<file path="src/rtl/gcd_pkg.sv">
// gcd_pkg: shared width, arbiter state encoding and the round-robin search used by gcd_arbiter.
package gcd_pkg;
    localparam int GCD_W = 16;
    typedef enum logic [1:0] {IDLE, ISSUE, BUSY} gcd_arb_state_t;
    typedef struct packed {
        logic       found;
        logic [2:0] idx;
    } rr_t;
    // First set bit of req[n-1:0] at or above ptr, wrapping modulo n (ptr < n <= 8).
    function automatic rr_t rr_pick(input logic [7:0] req, input logic [2:0] ptr, input int n);
        rr_t r;
        logic [3:0] s;
        logic [2:0] j;
        r = '0;
        for (int i = 0; i < 8; i++) begin
            s = {1'b0, ptr} + 4'(i);
            j = 3'((s >= 4'(n)) ? s - 4'(n) : s);
            if (i < n && !r.found && req[j]) begin
                r.found = 1'b1;
                r.idx   = j;
            end
        end
        return r;
    endfunction
endpackage

</file>
<file path="src/rtl/gcd2.sv">
// gcd2: subtractive GCD engine; one-cycle valid pulse with out = gcd(a_in, b_in), gcd(x,0) = x.
module gcd2
    import gcd_pkg::*;
#(
    parameter int W = GCD_W
) (
    input  logic         clk,
    input  logic         rst,
    input  logic         start,
    input  logic [W-1:0] a_in,
    input  logic [W-1:0] b_in,
    output logic         valid,
    output logic [W-1:0] out
);
    logic         run;
    logic [W-1:0] x, y;
    always_ff @(posedge clk) begin
        if (rst) begin
            run   <= 1'b0;
            x     <= '0;
            y     <= '0;
            valid <= 1'b0;
            out   <= '0;
        end else begin
            valid <= 1'b0;
            if (start) begin
                x   <= a_in;
                y   <= b_in;
                run <= 1'b1;
            end else if (run) begin
                if (x == '0 || y == '0) begin
                    out   <= x | y;
                    valid <= 1'b1;
                    run   <= 1'b0;
                end else if (x >= y) begin
                    x <= x - y;
                end else begin
                    y <= y - x;
                end
            end
        end
    end
endmodule

</file>
<file path="src/rtl/gcd_arbiter.sv">
// gcd_arbiter: round-robin sharing of a single gcd2 engine among N requesters.
module gcd_arbiter
    import gcd_pkg::*;
#(
    parameter int N = 4,
    parameter int W = GCD_W
) (
    input  logic           clk,
    input  logic           reset,
    input  logic [N-1:0]   req,
    input  logic [N*W-1:0] a,
    input  logic [N*W-1:0] b,
    output logic [N-1:0]   ack,
    output logic [N-1:0]   done,
    output logic [W-1:0]   result,
    output logic           busy
);
    gcd_arb_state_t state;
    rr_t            pick;
    logic [2:0]     ptr, gnt;
    logic [N-1:0]   pick_hot, gnt_hot;
    logic [W-1:0]   a_sel, b_sel, a_q, b_q, g_out;
    logic           start, valid;
    always_comb begin
        pick     = rr_pick(8'(req), ptr, N);
        a_sel    = '0;
        b_sel    = '0;
        pick_hot = '0;
        gnt_hot  = '0;
        for (int i = 0; i < N; i++) begin
            pick_hot[i] = (3'(i) == pick.idx);
            gnt_hot[i]  = (3'(i) == gnt);
            a_sel       = pick_hot[i] ? a[i*W +: W] : a_sel;
            b_sel       = pick_hot[i] ? b[i*W +: W] : b_sel;
        end
    end
    always_ff @(posedge clk) begin
        if (reset) begin
            state  <= IDLE;
            ptr    <= '0;
            gnt    <= '0;
            a_q    <= '0;
            b_q    <= '0;
            ack    <= '0;
            done   <= '0;
            result <= '0;
            busy   <= 1'b0;
            start  <= 1'b0;
        end else begin
            ack   <= '0;
            done  <= '0;
            start <= 1'b0;
            case (state)
                IDLE: if (pick.found) begin
                    a_q   <= a_sel;
                    b_q   <= b_sel;
                    gnt   <= pick.idx;
                    ptr   <= (pick.idx == 3'(N - 1)) ? 3'd0 : pick.idx + 3'd1;
                    ack   <= pick_hot;
                    start <= 1'b1;
                    busy  <= 1'b1;
                    state <= ISSUE;
                end
                ISSUE: state <= BUSY;
                BUSY: if (valid) begin
                    result <= g_out;
                    done   <= gnt_hot;
                    busy   <= 1'b0;
                    state  <= IDLE;
                end
                default: state <= IDLE;
            endcase
        end
    end
    gcd2 #(.W(W)) u_gcd (
        .clk  (clk),
        .rst  (reset),
        .start(start),
        .a_in (a_q),
        .b_in (b_q),
        .valid(valid),
        .out  (g_out)
    );
endmodule

</file>
<file path="config.mk">
export PLATFORM = sky130hd
export DESIGN_NAME = gcd_arbiter
export DESIGN_NICKNAME = d
export VERILOG_FILES = /design/src/rtl/gcd_pkg.sv /design/src/rtl/gcd2.sv /design/src/rtl/gcd_arbiter.sv
export SDC_FILE = /design/constraint.sdc
export NUM_CORES = 1
export LEC_CHECK = 0
export ABC_AREA = 1
export ABC_CLOCK_PERIOD_IN_PS = 3800
export CAP_MARGIN = 20
export CELL_PAD_IN_SITES_DETAIL_PLACEMENT = 0
export CELL_PAD_IN_SITES_GLOBAL_PLACEMENT = 1
export CORE_MARGIN = 4
export CORE_UTILIZATION = 37
export DETAILED_ROUTE_END_ITERATION = 10
export GPL_ROUTABILITY_DRIVEN = 0
export HOLD_SLACK_MARGIN = 0.08
export PLACE_DENSITY = 0.85
export SLEW_MARGIN = 0
export SYNTH_ARGS = -nofsm -noshare
export SYNTH_HDL_FRONTEND = slang
export SYNTH_SLANG_ARGS = --single-unit
</file>
<file path="constraint.sdc">
create_clock -name clk -period 3.8 [get_ports clk]
set_clock_uncertainty 0.1 [all_clocks]
set_input_delay 0.76 -clock clk [delete_from_list [all_inputs] [get_ports clk]]
set_output_delay 0.76 -clock clk [all_outputs]
set_load 0.02 [all_outputs]
</file>
==> results.md, run 1 <==
- Status: finished clean
- CP startpoint kind: flop
- Final hold vios: 0
- Synth top area cells: dfxtp_1 29%, nand2_1 12%, o21ai_0 9.1%
- Seq/Total Area, Yosys: between 20 and 30%
- Total of max-cap violations: 0
- Synthesis-to-layout area growth: 29.79%
- Post-Syn Area per Cell: approximately 6.5 sq um
- Post-synth top area share: 29.36%
- Largest net degree at the start of global routing: 67
- CP max FO: 24
- Ant diodes: 0
- CP arrival: roughly 3700 ps
- Unique masters post-synth: 41
- Synth area leader: dfxtp_1
- Commonest cells in the netlist: 253 x nand2_1, 159 x nor2_1, 144 x o21ai_0, 116 x dfxtp_1, 116 x inv_1
- Fin Hold WS: approximately 360 ps
- R2r setup slk: 350 ps
- Post-cts resize count: 0
- Port bufs: around 160
- Static Leak: 0.004428 uW
- DRT Pass-1 Iters: 7
- Initial Util: between 30% and 40%
- Number of flops mapped to enable cells by yosys: 0
- Net Count, Synth: around 1400
- Detailed placer's ending HPWL: slightly below 20000 um
- Peak supply drop: about 0.56 mV
- Worst Hold Class: reg2reg
- Crit Path Class: reg2reg
- Layout cells sized above 1: 8.303%
- Initial antenna violation count: 0
- PD cells: between 1000 and 1500 nW/um^2
- Num CTS Buffers: 17
- Vias per cell: ~5.0
- Synthesized area: 7909 sq um
- Number of global-route vias before repair: 7742
- Final WL: ~25000 um
- # H-tree levels: 4
- Clk_lat worst skew: 420 ps
- Root Buffer: clkbuf_16
- Sum of negative setup slack: 0 ps
- Worst slew pin tran: between 600 and 700 ps
- Ys flop type: dfxtp_1
- Clk buf depth: 2
- CP Capture Type: flop
- WP data required: approximately 4000 ps
- DIE WIDTH: 154.2 um
- # Post-CTS Setup Buffers: 0
- CTS Hold Buffers Added: 0
- GRT Util Overall: around 21%
- Clock transition at path regs: roughly 60 ps
- CTS tree: done
- #FFs+latches synth: between 100 and 150
- YS warnings: 0
- Vias post-DR: between 8000 and 9000
- Rows: 53
- Minimum clock period: between 3000 and 4000 ps
- Number of I/O pins: 159
- Slew HR: 56.63%
- Nets: 1538
- Most frequent cell after synthesis: nand2_1
- Routed met1 length: 11530 um
- RSZ-0062 raised after global routing: false
- Final period util: 90.68%
- F_max: about 290 MHz
- First-pass GRT wire length: around 40000 um
- Die Ht: about 150 um
- Max Used Layer: met4
- Remaining global-route overflow: 0
- DR WL met3: 1831 um
- Initial drt markers: just over 600
- CORE AREA: ~21000 sq um
- Met2 WL post-DR: approximately 11000 um
- Die ar.: 23780 sq um
- ANT nets after route: 0
- DR WL/cell: 15.21 um
- Setup violations, final: 0
- TritonCTS Sinks: approximately 120
- Asr flop ratio synth: 0%
- # DRC: 0
- Max Slew Vio Count: 0
- Gate Count Post-Synth: around 1200
final cells by class:
type,instances,area (sq um)
clock inverter,13,158.9
fill,2186,10760
clock buffer,18,429.2
multi-input combinational,908,4763
tap,275,344.1
sequential,116,2322
timing repair buffer,175,1754
inverter,131,493.0
report_power, final:
part           switching, uW  total [uW]  internal [uW]
Sequential               245        1810           1570
Clock                    573        1600           1020
Combinational           4550        6920           2370
state kept, by name, indices dropped and copies added (netlist names), 3 cells and up:
register   count
ack            4
u_gcd.y       16
b_q           16
a_q           16
done           4
result        16
u_gcd.out     16
gnt            3
u_gcd.x       16
ptr            3
kinds of logic after synthesis:
kind of cell | after synthesis | synth area share [%]
flip-flops | 116 | 29.36
buffers and inverters | 197 | 10.44
AO/OA/AOI/OAI | 269 | 18.49
XOR/XNOR | 10 | 1.107
adder cells (fa/ha/maj) | 55 | 8.891
AND/OR/NAND/NOR | 574 | 31.70
through the flow:
stage                     utilization [%]  instance area (sq um)  std cells  total power (uW)  setup slack [ps]
after floorplan                         -                   7909       1221              6842             848.6
after global placement              46.03                   9677       1605              8619             127.8
after detailed placement            46.03                   9677       1605              8670             24.97
after CTS                           48.83                  10260       1636             10330             364.5
after global routing                48.83                  10260       1636             11370             114.9
final                               48.83                  10260       1636             10330             354.3
worst max-delay path, stage by stage (launching register included):
cell     delay, ps
dfxtp_1        500
inv_2          100
ha_1           340
inv_1          130
nand3_1         90
nand3_1        180
nor2_1          90
nand2_1         60
nand3_1         60
a21oi_1        320
inv_1          120
ha_1           260
buf_4          230
a21oi_1        190
nand2_1         60
o21ai_0         60
o21ai_0        140
o21ai_0        230
nor2_1          50
layer usage:
metal,GRT usage [%],vias up
met1,28.16,3662
met2,33.30,286
met3,4.952,29
met4,5.341,0
met5,0,-
li1,-,4231
cell usage in the layout (no fill, tap or decap), types with 15 or more instances in the layout:
master           synthesis  final
dfxtp_1                116    116
clkbuf_16                0     17
nor2_1                 159    159
a211oi_1                16     16
o21ai_0                144    144
inv_1                  116    115
ha_1                    53     52
nand2_1                253    253
nand3_1                102    102
nand2_2                 15     15
a21oi_1                 81     81
clkdlybuf4s50_1          0    157
final timing paths:
check	start	to	cells after the start
worst max-delay path	ptr[1]	a_q[7]	18
worst min-delay path	a_q[8]	a_q[8]	2
worst max register to register	ptr[1]	a_q[7]	18
worst min register to register	a_q[8]	a_q[8]	2
(Power assumes the default switching activity.)
==> inputs of run 2 (changes only) <==
--- a/config.mk
+++ b/config.mk
@@ -11,12 +11,13 @@
 export CELL_PAD_IN_SITES_DETAIL_PLACEMENT = 0
 export CELL_PAD_IN_SITES_GLOBAL_PLACEMENT = 1
 export CORE_MARGIN = 4
-export CORE_UTILIZATION = 37
+export CORE_UTILIZATION = 36
 export DETAILED_ROUTE_END_ITERATION = 10
 export GPL_ROUTABILITY_DRIVEN = 0
 export HOLD_SLACK_MARGIN = 0.08
-export PLACE_DENSITY = 0.85
+export PLACE_DENSITY = 0.84
 export SLEW_MARGIN = 0
 export SYNTH_ARGS = -nofsm -noshare
 export SYNTH_HDL_FRONTEND = slang
+export SYNTH_HIERARCHICAL = 1
 export SYNTH_SLANG_ARGS = --single-unit
==> run 2 against run 1 <==
Compared with the run above:
- register-to-register slack gained 200 ps
- worst setup slack gained 200 ps
- clock power grew 6%
- sequential cell count is the same
- cell count grew 1.4%
- power shrank 1.1%
- first-iteration DRC count shrank 7.9%
- synthesized cell count grew 1.1%
- die area grew 2.0%
- core utilization shrank 0.32 points
- area after synthesis shrank 0.65%
- critical endpoint is now a_q[9]
- highest routed layer unchanged
==> results.md, run 2 <==
- Status: finished clean
- Clk buf depth: 2 (unchanged)
- Num CTS Buffers: 17 (unchanged)
- Crit Path Class: reg2reg
- Die Ht: 155.7 um (+1.0%)
- CTS Hold Buffers Added: 0 (unchanged)
- CP startpoint: ptr[1]
- Port bufs: 158 (unchanged)
- Number of I/O pins: 159 (unchanged)
- DIE WIDTH: 155.7 um (+1.0%)
- Gate Count Post-Synth: 1234 (+1.1%)
- Layout cells sized above 1: 6.792% (-1.5 points)
- ANT nets after route: 0 (unchanged)
- Main combinational cell family by area after synthesis: simple AND/OR/NAND/NOR gates
- CP arrival: 3500 ps (-150 ps)
- Clk_lat worst skew: 420 ps (about the same)
- Initial drt markers: 572 (-7.9%)
- Most frequent cell after synthesis: nand2_1
- Most frequent cells in the layout: 245 x nand2_1, 193 x nor2_1, 158 x clkdlybuf4s50_1
- WP data required: 4060 ps (+50 ps)
- Fin Hold WS: 346.9 ps (-14.29 ps)
- First-pass GRT wire length: 41090 um (+2.4%)
- Worst Hold Class: reg2reg
- TritonCTS Sinks: 116 (unchanged)
- # H-tree levels: 4 (unchanged)
- Vias post-DR: 8301 (+1.1%)
- RSZ-0062 raised after global routing: false
- Peak supply drop: 0.5534 mV (-1.9%)
- Initial Util: 37.03% (-0.59 points)
- Synth top area cells: dfxtp_1 30%, nand2_1 12%, nor2_1 9.2%
- YS warnings: 6 (+6)
- Synth Area in Compound Gates: 17.58% (-0.91 points)
- Rows: 53 (unchanged)
- Nets: 1560 (+1.4%)
- Final period util: 85.34% (-5.3 points)
- Minimum clock period: 3243 ps (-202.8 ps)
- Simple logic cell fraction of the synthesized area: 31.42% (-0.29 points)
- GRT Util Overall: 21.13% (+0.37 points)
- Reg-to-Reg Start: ptr[1]
- Seq/Total Area, Yosys: 29.55% (+0.19 points)
- DR WL/cell: 15.55 um (+2.2%)
- Post-synthesis adder-cell area fraction: 8.949% (+0.058 points)
- Net Count, Synth: 1423 (+0.92%)
- Vias per cell: 5.004 (-0.27%)
- Max Slew Vio Count: 0 (unchanged)
- Die ar.: 24250 sq um (+2.0%)
- Ant diodes: 0 (unchanged)
- DRT Pass-1 Iters: 5 (-2)
- Static Leak: 0.004662 uW (+5.3%)
- Clock transition at path regs: 60 ps (about the same)
- Total of max-cap violations: 0 (unchanged)
- #FFs+latches synth: 116 (unchanged)
- Final WL: 25790 um (+3.6%)
- Post-cts resize count: 0 (unchanged)
- Synth area leader: dfxtp_1
- Asr flop ratio synth: 0% (unchanged)
- Slew HR: 33.40% (-23 points)
- CP startpoint kind: flop
- Sum of negative setup slack: 0 ps (unchanged)
- Number of global-route vias before repair: 7986 (+3.2%)
- Synthesis-to-layout area growth: 31.02%
- Post-Synth XOR/XNOR Area: 1.449% (+0.34 points)
- PD cells: 991.7 nW/um^2 (-1.4%)
- # DRC: 0 (unchanged)
- Initial antenna violation count: 0 (unchanged)
- CORE AREA: 21220 sq um (+0.95%)
- Number of flops mapped to enable cells by yosys: 0 (unchanged)
- CP max FO: 17 (-29%)
- CP Capture Type: flop
- CTS tree: done
- Remaining global-route overflow: 0 (unchanged)
- Commonest non-fill, non-tap cell in the layout: nand2_1
- Detailed placer's ending HPWL: 20280 um (+4.0%)
- Root Buffer: clkbuf_16
- Setup violations, final: 0 (unchanged)
- Ys flop type: dfxtp_1
- Worst Hold Launch: u_gcd/out[9]
- Commonest cells in the netlist: 245 x nand2_1, 193 x nor2_1, 137 x inv_1, 122 x o21ai_0, 116 x dfxtp_1
- F_max: 308.4 MHz (+6.3%)
- Post-synth top area share: 29.55% (+0.19 points)
- Worst slew pin tran: 996.3 ps (+349.7 ps)
- Post-Syn Area per Cell: 6.368 sq um (-1.7%)
- Unique masters post-synth: 36 (-12%)
- # Post-CTS Setup Buffers: 0 (unchanged)
- Synthesized area: 7858 sq um (-0.65%)
- Final hold vios: 0 (unchanged)
- Largest net degree at the start of global routing: 39 (-42%)
- Mux cell area share after synthesis: 0% (unchanged)
==> run 2: metrics by stage <==
step           utilization [%]  setup WS, ps  power (uW)  cell area [sq um]  instances
2_1_floorplan                -         959.7        6597               7858       1234
3_3_place_gp             45.58         232.1        8427               9672       1627
3_5_place_dp             45.58         205.7        8461               9672       1627
4_1_cts                  48.51         564.6       10200              10290       1659
5_1_grt                  48.51         233.7       11230              10290       1659
6_report                 48.51         557.1       10210              10290       1659
==> run 2: final timing paths <==
kind,to,slack (ps),depth (start not counted)
worst max-delay path,a_q[9],560,16
worst min-delay path,u_gcd/out[9],350,2
worst max register to register,a_q[9],560,16
worst min register to register,u_gcd/out[9],350,2
==> run 2: power by group <==
group,switching [uW],internal [uW]
combinational,4380,2360
clock,643,1050
sequential,216,1550
==> run 2: final cells by class <==
cell class / count / area (sq um)
fill: 2234 / 10930
inverter: 146 / 554.3
clock buffer: 18 / 429.2
tap: 275 / 344.1
multi-input combinational: 912 / 4669
timing repair buffer: 178 / 1782
clock inverter: 14 / 193.9
sequential: 116 / 2322
==> run 2: logic make-up after synthesis <==
family,after synthesis
AO/OA/AOI/OAI,266
adder cells (fa/ha/maj),55
XOR/XNOR,13
AND/OR/NAND/NOR,578
flip-flops,116
buffers and inverters,206
==> run 2: layer usage <==
| metal | GRT usage [%] | up-vias | part of all wire, % |
|---|---|---|---|
| met5 | 0 | - | 0 |
| met4 | 8.212 | 0 | 2.9 |
| met3 | 5.326 | 38 | 7.5 |
| met2 | 34.52 | 304 | 46 |
| met1 | 26.86 | 3699 | 44 |
| li1 | - | 4260 | - |
==> run 2: worst max-delay path, stage by stage, from the launching register on <==
cell and delay (ps):
dfxtp_1 440, inv_2 100, ha_1 340, inv_1 80
nand3_1 100, nand3_2 120, a21oi_1 180, or2_0 150
nand2_1 80, buf_4 150, ha_1 190, inv_1 290
buf_4 290, o21ai_0 100, o21ai_0 240, o21ai_1 130
nor2_1 90
